[src/rtl/uart_tx_module.sv]
// 8N1 UART transmitter, LSB first, CLK_DIV clocks per bit.
// Define UART_TX_PARITY_EN to insert an even-parity bit between D7 and the stop bit.
module uart_tx_module #(
    parameter logic [15:0] CLK_DIV = 16'd5120
) (
    input  logic       clk,
    input  logic       reset,
    input  logic       tx_start,
    input  logic [7:0] tx_data,
    output logic       tx,
    output logic       busy,
    output logic       done,
    output logic [2:0] dbg_state
);

    // Handshake: a request is taken on any clock edge where the FSM is IDLE and
    // tx_start=1 (busy=0 is the "ready" indication); tx_data is captured on that
    // same edge. While busy=1 tx_start is ignored and nothing is queued.
    typedef enum logic [2:0] {
        IDLE   = 3'd0,
        START  = 3'd1,
        DATA   = 3'd2,
`ifdef UART_TX_PARITY_EN
        PARITY = 3'd3,
`endif
        STOP   = 3'd4
    } state_t;

    localparam logic [15:0] CNT_LAST = CLK_DIV - 16'd1;

    state_t      state, state_nxt;
    logic [15:0] cnt, cnt_nxt;
    logic [2:0]  idx, idx_nxt;
    logic [7:0]  data_q, data_nxt;
    logic        tx_nxt, busy_nxt, done_nxt;
    logic        bit_end;

    assign bit_end   = (cnt == CNT_LAST);
    assign dbg_state = state;

    always_ff @(posedge clk) begin
        if (reset) begin
            state  <= IDLE;
            cnt    <= 16'd0;
            idx    <= 3'd0;
            data_q <= 8'd0;
            tx     <= 1'b1;
            busy   <= 1'b0;
            done   <= 1'b0;
        end else begin
            state  <= state_nxt;
            cnt    <= cnt_nxt;
            idx    <= idx_nxt;
            data_q <= data_nxt;
            tx     <= tx_nxt;
            busy   <= busy_nxt;
            done   <= done_nxt;
        end
    end

    // tx is registered, so each branch loads the level of the bit that starts
    // on the edge it describes.
    always_comb begin
        state_nxt = state;
        cnt_nxt   = bit_end ? 16'd0 : cnt + 16'd1;
        idx_nxt   = idx;
        data_nxt  = data_q;
        tx_nxt    = tx;
        busy_nxt  = busy;
        done_nxt  = 1'b0;
        case (state)
            IDLE: begin
                cnt_nxt  = 16'd0;
                tx_nxt   = 1'b1;
                busy_nxt = 1'b0;
                if (tx_start) begin
                    data_nxt  = tx_data;
                    busy_nxt  = 1'b1;
                    tx_nxt    = 1'b0;
                    state_nxt = START;
                end
            end
            START: begin
                if (bit_end) begin
                    state_nxt = DATA;
                    idx_nxt   = 3'd0;
                    tx_nxt    = data_q[0];
                end
            end
            DATA: begin
                if (bit_end) begin
                    if (idx == 3'd7) begin
`ifdef UART_TX_PARITY_EN
                        state_nxt = PARITY;
                        tx_nxt    = ^data_q;
`else
                        state_nxt = STOP;
                        tx_nxt    = 1'b1;
`endif
                    end else begin
                        idx_nxt = idx + 3'd1;
                        tx_nxt  = data_q[idx + 3'd1];
                    end
                end
            end
`ifdef UART_TX_PARITY_EN
            PARITY: begin
                if (bit_end) begin
                    state_nxt = STOP;
                    tx_nxt    = 1'b1;
                end
            end
`endif
            STOP: begin
                if (bit_end) begin
                    state_nxt = IDLE;
                    busy_nxt  = 1'b0;
                    done_nxt  = 1'b1;
                    tx_nxt    = 1'b1;
                end
            end
            default: begin
                state_nxt = IDLE;
                tx_nxt    = 1'b1;
                busy_nxt  = 1'b0;
            end
        endcase
    end

endmodule
[config.mk]
export PLATFORM = sky130hd
export DESIGN_NAME = uart_tx_module
export DESIGN_NICKNAME = d
export VERILOG_FILES = /design/src/rtl/uart_tx_module.sv
export SDC_FILE = /design/constraint.sdc
export NUM_CORES = 1
export LEC_CHECK = 0
export CORE_MARGIN = 2
export CORE_UTILIZATION = 49
export DETAILED_ROUTE_END_ITERATION = 12
export PLACE_DENSITY = 0.73
export SYNTH_ARGS = -nofsm -noshare
export SYNTH_HDL_FRONTEND = slang
export SYNTH_SLANG_ARGS = --single-unit
[constraint.sdc]
create_clock -name clk -period 2.31 [get_ports clk]
set_input_delay 0.231 -clock clk [delete_from_list [all_inputs] [get_ports clk]]
set_output_delay 0.231 -clock clk [all_outputs]
set_load 0.02 [all_outputs]
==> summary.md, run 1 <==
- **outcome** completed
- **Switching Share** 0.232
- **Hold-fix buffers, CTS** 0
- **TritonRoute pass-1 iters** 5
- **average size of a mapped cell** 8.59 µm²
- **cells taking the most area after synthesis** sky130_fd_sc_hd__dfxtp_1 (42%), sky130_fd_sc_hd__xnor2_1 (5.6%), sky130_fd_sc_hd__nand2_1 (5.5%), sky130_fd_sc_hd__nor2_1 (4.5%), sky130_fd_sc_hd__a21oi_1 (4.5%)
- **pwr dens** 565 nW/µm²
- **required time at the worst-slack endpoint** 2.58 ns
- **netlist area before placement** 1570 µm²
- **number of pins exceeding their max-slew limit in the final report** 0
- **number of max-cap violations** 0
- **category of the most critical setup path** register to register
- **Via-to-Cell Ratio** 5.46
- **Leak Pwr** 0.000595 µW
- **number of port buffers** 16
- **maximum buffer depth of the clock tree** 2
- **core outline area** 3050 µm²
- **Worst Clk Skew** 0.0158 ns
- **setup bufs post-CTS** 0
- **Post-synth EDFFs** 0
- **via count of the first global-routing pass** 1,167
- **grt ovf** 0
- **gp weighted congestion** 0.835
- **synth warn** 0
- **Die Span X** 60.7 µm
- **First DRT Iteration DRCs** 96
- **Yosys reg bits** 33
- **final worst slack** 0.152 ns
- **aggregate global-route resource usage** 0.189
- **antenna violations before repair** 0
- **Hold Violations, Final** 0
- **power share of the sequential group** 0.569
- **n_diodes** 0
- **Cell Count Post-Placement** 238
- **critical path fanouts, max** 7
- **Sequential cell area** 661 µm²
- **count leader, synth** sky130_fd_sc_hd__dfxtp_1
- **fin area** 1850 µm²
- **Routed Wire Length** 3.10 mm
- **fraction of layout instances using a drive strength above 1** 0.0941
- **largest net degree at the start of global routing** 18
- **Final Net Count** 215
- **number of core rows** 20
- **post-CTS resize count** 0
- **final cycle utilization of the critical path** 0.934
- **final setup fails** 0
- **design internal power** 803 µW
- **post-synthesis cell type count** 44
- **buffer type at the clock tree root** sky130_fd_sc_hd__clkbuf_4
- **post-detailed-placement cell area** 1780 µm²
- **starting density of the core** 0.515
- **Yosys top cell area share** 0.420
- **worst-margin pin slew** 0.526 ns
- **clock tree from TritonCTS** built
- **Residual DRC** 0
- **wire length of the first global-routing pass** 5.11 mm
- **delay of the slowest cell on the worst path** 0.56 ns
- **total of fill cells in the finished design** 282
- **largest area contributor in the netlist** sky130_fd_sc_hd__dfxtp_1
- **synthesis-to-layout area growth** 17.6%
- **power share of the combinational group** 0.082
- **Net Sw Power** 243 µW
- **Max-Slew Margin vs Limit** 0.649
- **remaining antenna violation count after routing** 0
- **post-synthesis sequential area ratio** 0.420
- **multi-input combinational cell area** 851 µm²
- **worst min-delay path class** input pin to register
- **slowest CP cell** sky130_fd_sc_hd__or4b_1
- **Post-Route Utilization** 0.606
- **post-synth net total** 197
- **Fin Setup TNS** 0 ns
- **y dimension of the die** 60.7 µm
- **Peak Freq** 0.463 GHz
- **num ports** 17
- **Clk pin slew, worst setup/hold paths** 0.11 ns
- **final critical path time including I/O delays and setup** 2.16 ns
- **Clock Power Share** 0.349
- **post-DR wirelength/cell** 12.6 µm
- **asr flop ratio synth** 0
- **total die area** 3680 µm²
- **most frequent cells after synthesis** sky130_fd_sc_hd__dfxtp_1 (33), sky130_fd_sc_hd__nand2_1 (23), sky130_fd_sc_hd__nor2_1 (19), sky130_fd_sc_hd__a21oi_1 (14), sky130_fd_sc_hd__xnor2_1 (10)
- **Critical Path, Cell by Cell** or4b_1 > or4_4 > or4_1 > a21oi_1
- **Finished Layout Cells** 246
- **total via count in the routed design** 1,344
- **kind of launch point of the worst setup path** register
- **HPWL after detailed placement** 2.25 mm
- **total number of H-tree levels** 2
- **RSZ-0062 raised after global routing** no
- **peak ir drop on the vdd network** 0.310 mV
- **number of buffers created by CTS** 5
- **arrival time at the worst endpoint** 2.43 ns
- **DP Worst Slack** 0.174 ns
- **clock latency on the worst-skew pair** 0.34 ns
- **cells after synthesis** 183
- **predominant post-synthesis flop cell** sky130_fd_sc_hd__dfxtp_1
- **sink count of the clock tree** 33
- **Critical Path End Type** register
-- kinds of logic (layout without fill, tap and decap cells) --
group / count (synthesis) / after routing / share of synthesized area
and+or+nand+nor: 84 / 84 / 0.282
DFF: 33 / 33 / 0.420
xor gates and xnor gates: 14 / 14 / 0.0780
adders and majority gates: 3 / 3 / 0.0239
muxes: 6 / 6 / 0.0461
AOI/OAI and AO/OA: 29 / 29 / 0.111
buffers and inverters: 14 / 33 / 0.0390
-- worst max-delay path: cells and delay by family, from the launching register on --
kind	cells	cell delay [ns]
AOI/OAI and AO/OA	1	0.16
and+or+nand+nor	3	1.57
DFF	1	0.37
-- registers in the layout (all words and copies together), names as in the netlist --
register / count
busy: 1
tx: 1
dbg_state: 3
idx: 3
cnt: 16
done: 1
data_q: 8
-- path summary, 6_finish.rpt --
| path | slack [ns] | end | cells after the start | from |
|---|---|---|---|---|
| setup / recovery | 0.15 | idx[0] | 4 | cnt[10] |
| hold / removal | 0.42 | data_q[1] | 3 | tx_data[1] |
| setup reg to reg | 0.15 | idx[0] | 4 | cnt[10] |
| hold reg to reg | 0.46 | data_q[4] | 2 | data_q[4] |
-- routing by layer --
layer	share of wire	wire, µm	GRT usage
met4	0.020	63	0.0839
met1	0.50	1550	0.242
met2	0.42	1310	0.280
met3	0.058	180	0.0768
met5	0	0	0
-- cells in the final DEF (no fill, tap or decap), drive strengths merged, types with 3 or more instances in the layout --
| cell type | synthesis | routed |
|---|---|---|
| dfxtp | 33 | 33 |
| nand2 | 23 | 23 |
| nor2 | 19 | 19 |
| clkdlybuf4s50 | 0 | 16 |
| a21oi | 14 | 14 |
| xnor2 | 10 | 10 |
| clkbuf | 6 | 7 |
| nor3 | 6 | 6 |
| nand4 | 5 | 5 |
| o21ai | 5 | 5 |
| mux2i | 5 | 5 |
| buf | 4 | 5 |
| nand3 | 4 | 4 |
| nor4 | 4 | 4 |
| inv | 4 | 4 |
| xor2 | 4 | 4 |
| or3 | 3 | 3 |
| nand2b | 3 | 3 |
| ha | 3 | 3 |
-- cell type report --
type / count / area share
tap: 44 / 0.0298
clock inverter: 1 / 0.00271
timing repair buffer: 21 / 0.107
clock buffer: 7 / 0.0352
sequential: 33 / 0.357
multi-input combinational: 136 / 0.460
inverter: 4 / 0.00812
-- power groups by stage --
stage | Combinational (µW) | Clock (µW) | Sequential, µW
finish | 86.2 | 365 | 595
global route | 95.3 | 409 | 597
CTS | 86.4 | 375 | 595
detailed placement | 85.9 | 0 | 608
global placement | 84.3 | 0 | 607
floorplan | 47.8 | 0 | 609
-- metrics by stage --
stage	hold slack [ns]	power (µW)
6_report	0.423	1050
5_1_grt	0.428	1100
4_1_cts	0.424	1060
3_5_place_dp	0.446	694
3_3_place_gp	0.443	691
2_1_floorplan	0.367	657
No activity file was read; power rests on OpenSTA's default activity.
==> run 2, diff against run 1 <==
--- a/config.mk
+++ b/config.mk
@@ -6,9 +6,9 @@
 export NUM_CORES = 1
 export LEC_CHECK = 0
 export CORE_MARGIN = 2
-export CORE_UTILIZATION = 49
+export CORE_UTILIZATION = 30
 export DETAILED_ROUTE_END_ITERATION = 12
-export PLACE_DENSITY = 0.73
+export GPL_ROUTABILITY_DRIVEN = 0
 export SYNTH_ARGS = -nofsm -noshare
 export SYNTH_HDL_FRONTEND = slang
 export SYNTH_SLANG_ARGS = --single-unit
==> summary.md, run 2 (same netlist as run 1, synthesis figures left out) <==
- **Worst Hold Launch** data_q[3]
- **RSZ-0062 raised after global routing** no
- **final setup fails** 0, unchanged
- **Max-Slew Margin vs Limit** 0.683, +0.0332
- **number of pins exceeding their max-slew limit in the final report** 0, unchanged
- **final critical path time including I/O delays and setup** 2.12 ns, -0.0383 ns
- **sink count of the clock tree** 33, unchanged
- **remaining antenna violation count after routing** 0, unchanged
- **TritonRoute pass-1 iters** 4, -1
- **max reg flops** 16, unchanged
- **commonest cells after routing, fill and taps aside** sky130_fd_sc_hd__dfxtp_1 (33), sky130_fd_sc_hd__nand2_1 (23), sky130_fd_sc_hd__nor2_1 (19)
- **number of port buffers** 16, unchanged
- **instance count along the most critical hold path** 2, -1
- **worst min-delay path class** register to register
- **total length of routed met2 wires** 1.40 mm, +6.9%
- **Die Span X** 76.4 µm, +26%
- **num ports** 17, unchanged
- **register with the highest flop count** cnt
- **HPWL after detailed placement** 2.24 mm, -0.58%
- **clock tree from TritonCTS** built
- **setup bufs post-CTS** 0, unchanged
- **total power draw** 1080 µW, +3.6%
- **final cycle utilization of the critical path** 0.917, -0.0166
- **destination of the worst hold path** data_q[3]
- **delay of the slowest cell on the worst path** 0.55 ns, about the same
- **endpoint of the most critical register-to-register path** idx[0]
- **total die area** 5840 µm², +59%
- **number of core rows** 26, +30%
- **outcome** completed
- **worst-margin pin slew** 0.476 ns, -0.0504 ns
- **Final Net Count** 217, +0.93%
- **Leak Pwr** 0.000603 µW, +1.3%
- **total of fill cells in the finished design** 541, +92%
- **largest net degree at the start of global routing** 16, -2
- **total via count in the routed design** 1,279, -4.8%
- **pwr dens** 570 nW/µm², +0.77%
- **wire length of the first global-routing pass** 5.69 mm, +11%
- **First DRT Iteration DRCs** 38, -60%
- **grt ovf** 0, unchanged
- **commonest non-fill, non-tap cell in the layout** sky130_fd_sc_hd__dfxtp_1
- **startpoint of the most critical register-to-register path** cnt[10]
- **via count of the first global-routing pass** 1,212, +3.9%
- **peak ir drop on the vdd network** 0.191 mV, -38%
- **Peak Freq** 0.472 GHz, +1.8%
- **kind of launch point of the worst setup path** register
- **Fin Setup TNS** 0 ns, unchanged
- **buffer type at the clock tree root** sky130_fd_sc_hd__clkbuf_8
- **met3 wire len** 101 µm, -44%
- **maximum buffer depth of the clock tree** 2, unchanged
- **required time at the worst-slack endpoint** 2.53 ns, -0.05 ns
- **aggregate global-route resource usage** 0.122, -0.0669
- **highest metal used** met4
- **worst reg2reg path depth** 4, unchanged
- **Finished Layout Cells** 272, +11%
- **fraction of layout instances using a drive strength above 1** 0.0941, unchanged
- **clock latency on the worst-skew pair** 0.29 ns, -0.05 ns
- **y dimension of the die** 76.4 µm, +26%
- **Hold-fix buffers, CTS** 0, unchanged
- **core outline area** 5070 µm², +66%
- **largest registers** cnt (16), data_q (8)
- **Clk pin slew, worst setup/hold paths** 0.06 ns, -0.05 ns
- **total number of H-tree levels** 2, unchanged
- **post-CTS resize count** 0, unchanged
- **number of max-cap violations** 0, unchanged
- **synthesis-to-layout area growth** 20.8%
- **number of buffers created by CTS** 5, unchanged
- **antenna violations before repair** 0, unchanged
- **critical path fanouts, max** 7, unchanged
- **Hold Violations, Final** 0, unchanged
- **Cell Count Post-Placement** 266, +12%
- **post-DR wirelength/cell** 11.6 µm, -8.1%
- **slowest CP cell** sky130_fd_sc_hd__or4b_1
- **met1 routed wirelength after detailed routing** 1.59 mm, +2.4%
- **arrival time at the worst endpoint** 2.34 ns, -0.09 ns
- **Routed Wire Length** 3.16 mm, +1.6%
- **flop2flop setup slack** 0.19 ns, +0.04 ns
- **Via-to-Cell Ratio** 4.70, -14%
- **n_diodes** 0, unchanged
- **Critical Path, Cell by Cell** or4b_1 > or4_4 > or4_1 > a21oi_1
- **category of the most critical setup path** register to register
- **Worst Clk Skew** 0.0162 ns, +0.000370 ns
- **starting density of the core** 0.310, -0.205
- **Residual DRC** 0, unchanged
- **Critical Path End Type** register
==> run 2: cell count changes in the layout (fill, tap and decap cells not counted), sizes merged <==
cell	delta
buf	+2
clkbuf	-2
==> run 2: power by group <==
part           internal (µW)  switching (µW)  total [µW]
registers                583            12.4         596
clock network            198             201         399
logic                   45.9            42.3        88.2
==> run 2: cell type report <==
| cell class | instances | area, µm² | area share |
|---|---|---|---|
| clock buffer | 5 | 68.8 | 0.0362 |
| sequential | 33 | 661 | 0.348 |
| inverter | 4 | 15.0 | 0.00790 |
| clock inverter | 1 | 5.00 | 0.00263 |
| tap | 70 | 87.6 | 0.0461 |
| multi-input combinational | 136 | 851 | 0.448 |
| timing repair buffer | 23 | 213 | 0.112 |
==> run 2: worst max path at each step <==
stage | from | to | slack (ns) | depth (start not counted)
6_report | cnt[10] | idx[0] | 0.19 | 4
3_3_place_gp | cnt[10] | idx[0] | 0.22 | 4
2_1_floorplan | cnt[10] | idx[0] | 0.13 | 5
3_5_place_dp | cnt[10] | idx[0] | 0.17 | 4
5_1_grt | cnt[10] | idx[0] | 0.13 | 4
4_1_cts | cnt[10] | idx[0] | 0.18 | 4
==> run 2: per-stage QoR <==
step	util	worst slack [ns]	hold WS [ns]	instance area, µm²
6_report	0.375	0.191	0.456	1900
5_1_grt	0.375	0.135	0.473	1900
3_5_place_dp	0.360	0.173	0.446	1830
3_3_place_gp	0.360	0.218	0.444	1830
4_1_cts	0.375	0.185	0.457	1900
2_1_floorplan	-	0.129	0.367	1570
==> run 2: routing by layer <==
layer	up-vias	GRT usage
met5	-	0
met4	0	0.0545
met3	6	0.0427
met2	16	0.179
met1	577	0.161
li1	680	-
==> run 2: critical path, delay by kind of cell (launching register included) <==
kind | cells | cell delay, ns
AOI/OAI and AO/OA | 1 | 0.14
and+or+nand+nor | 3 | 1.56
DFF | 1 | 0.36
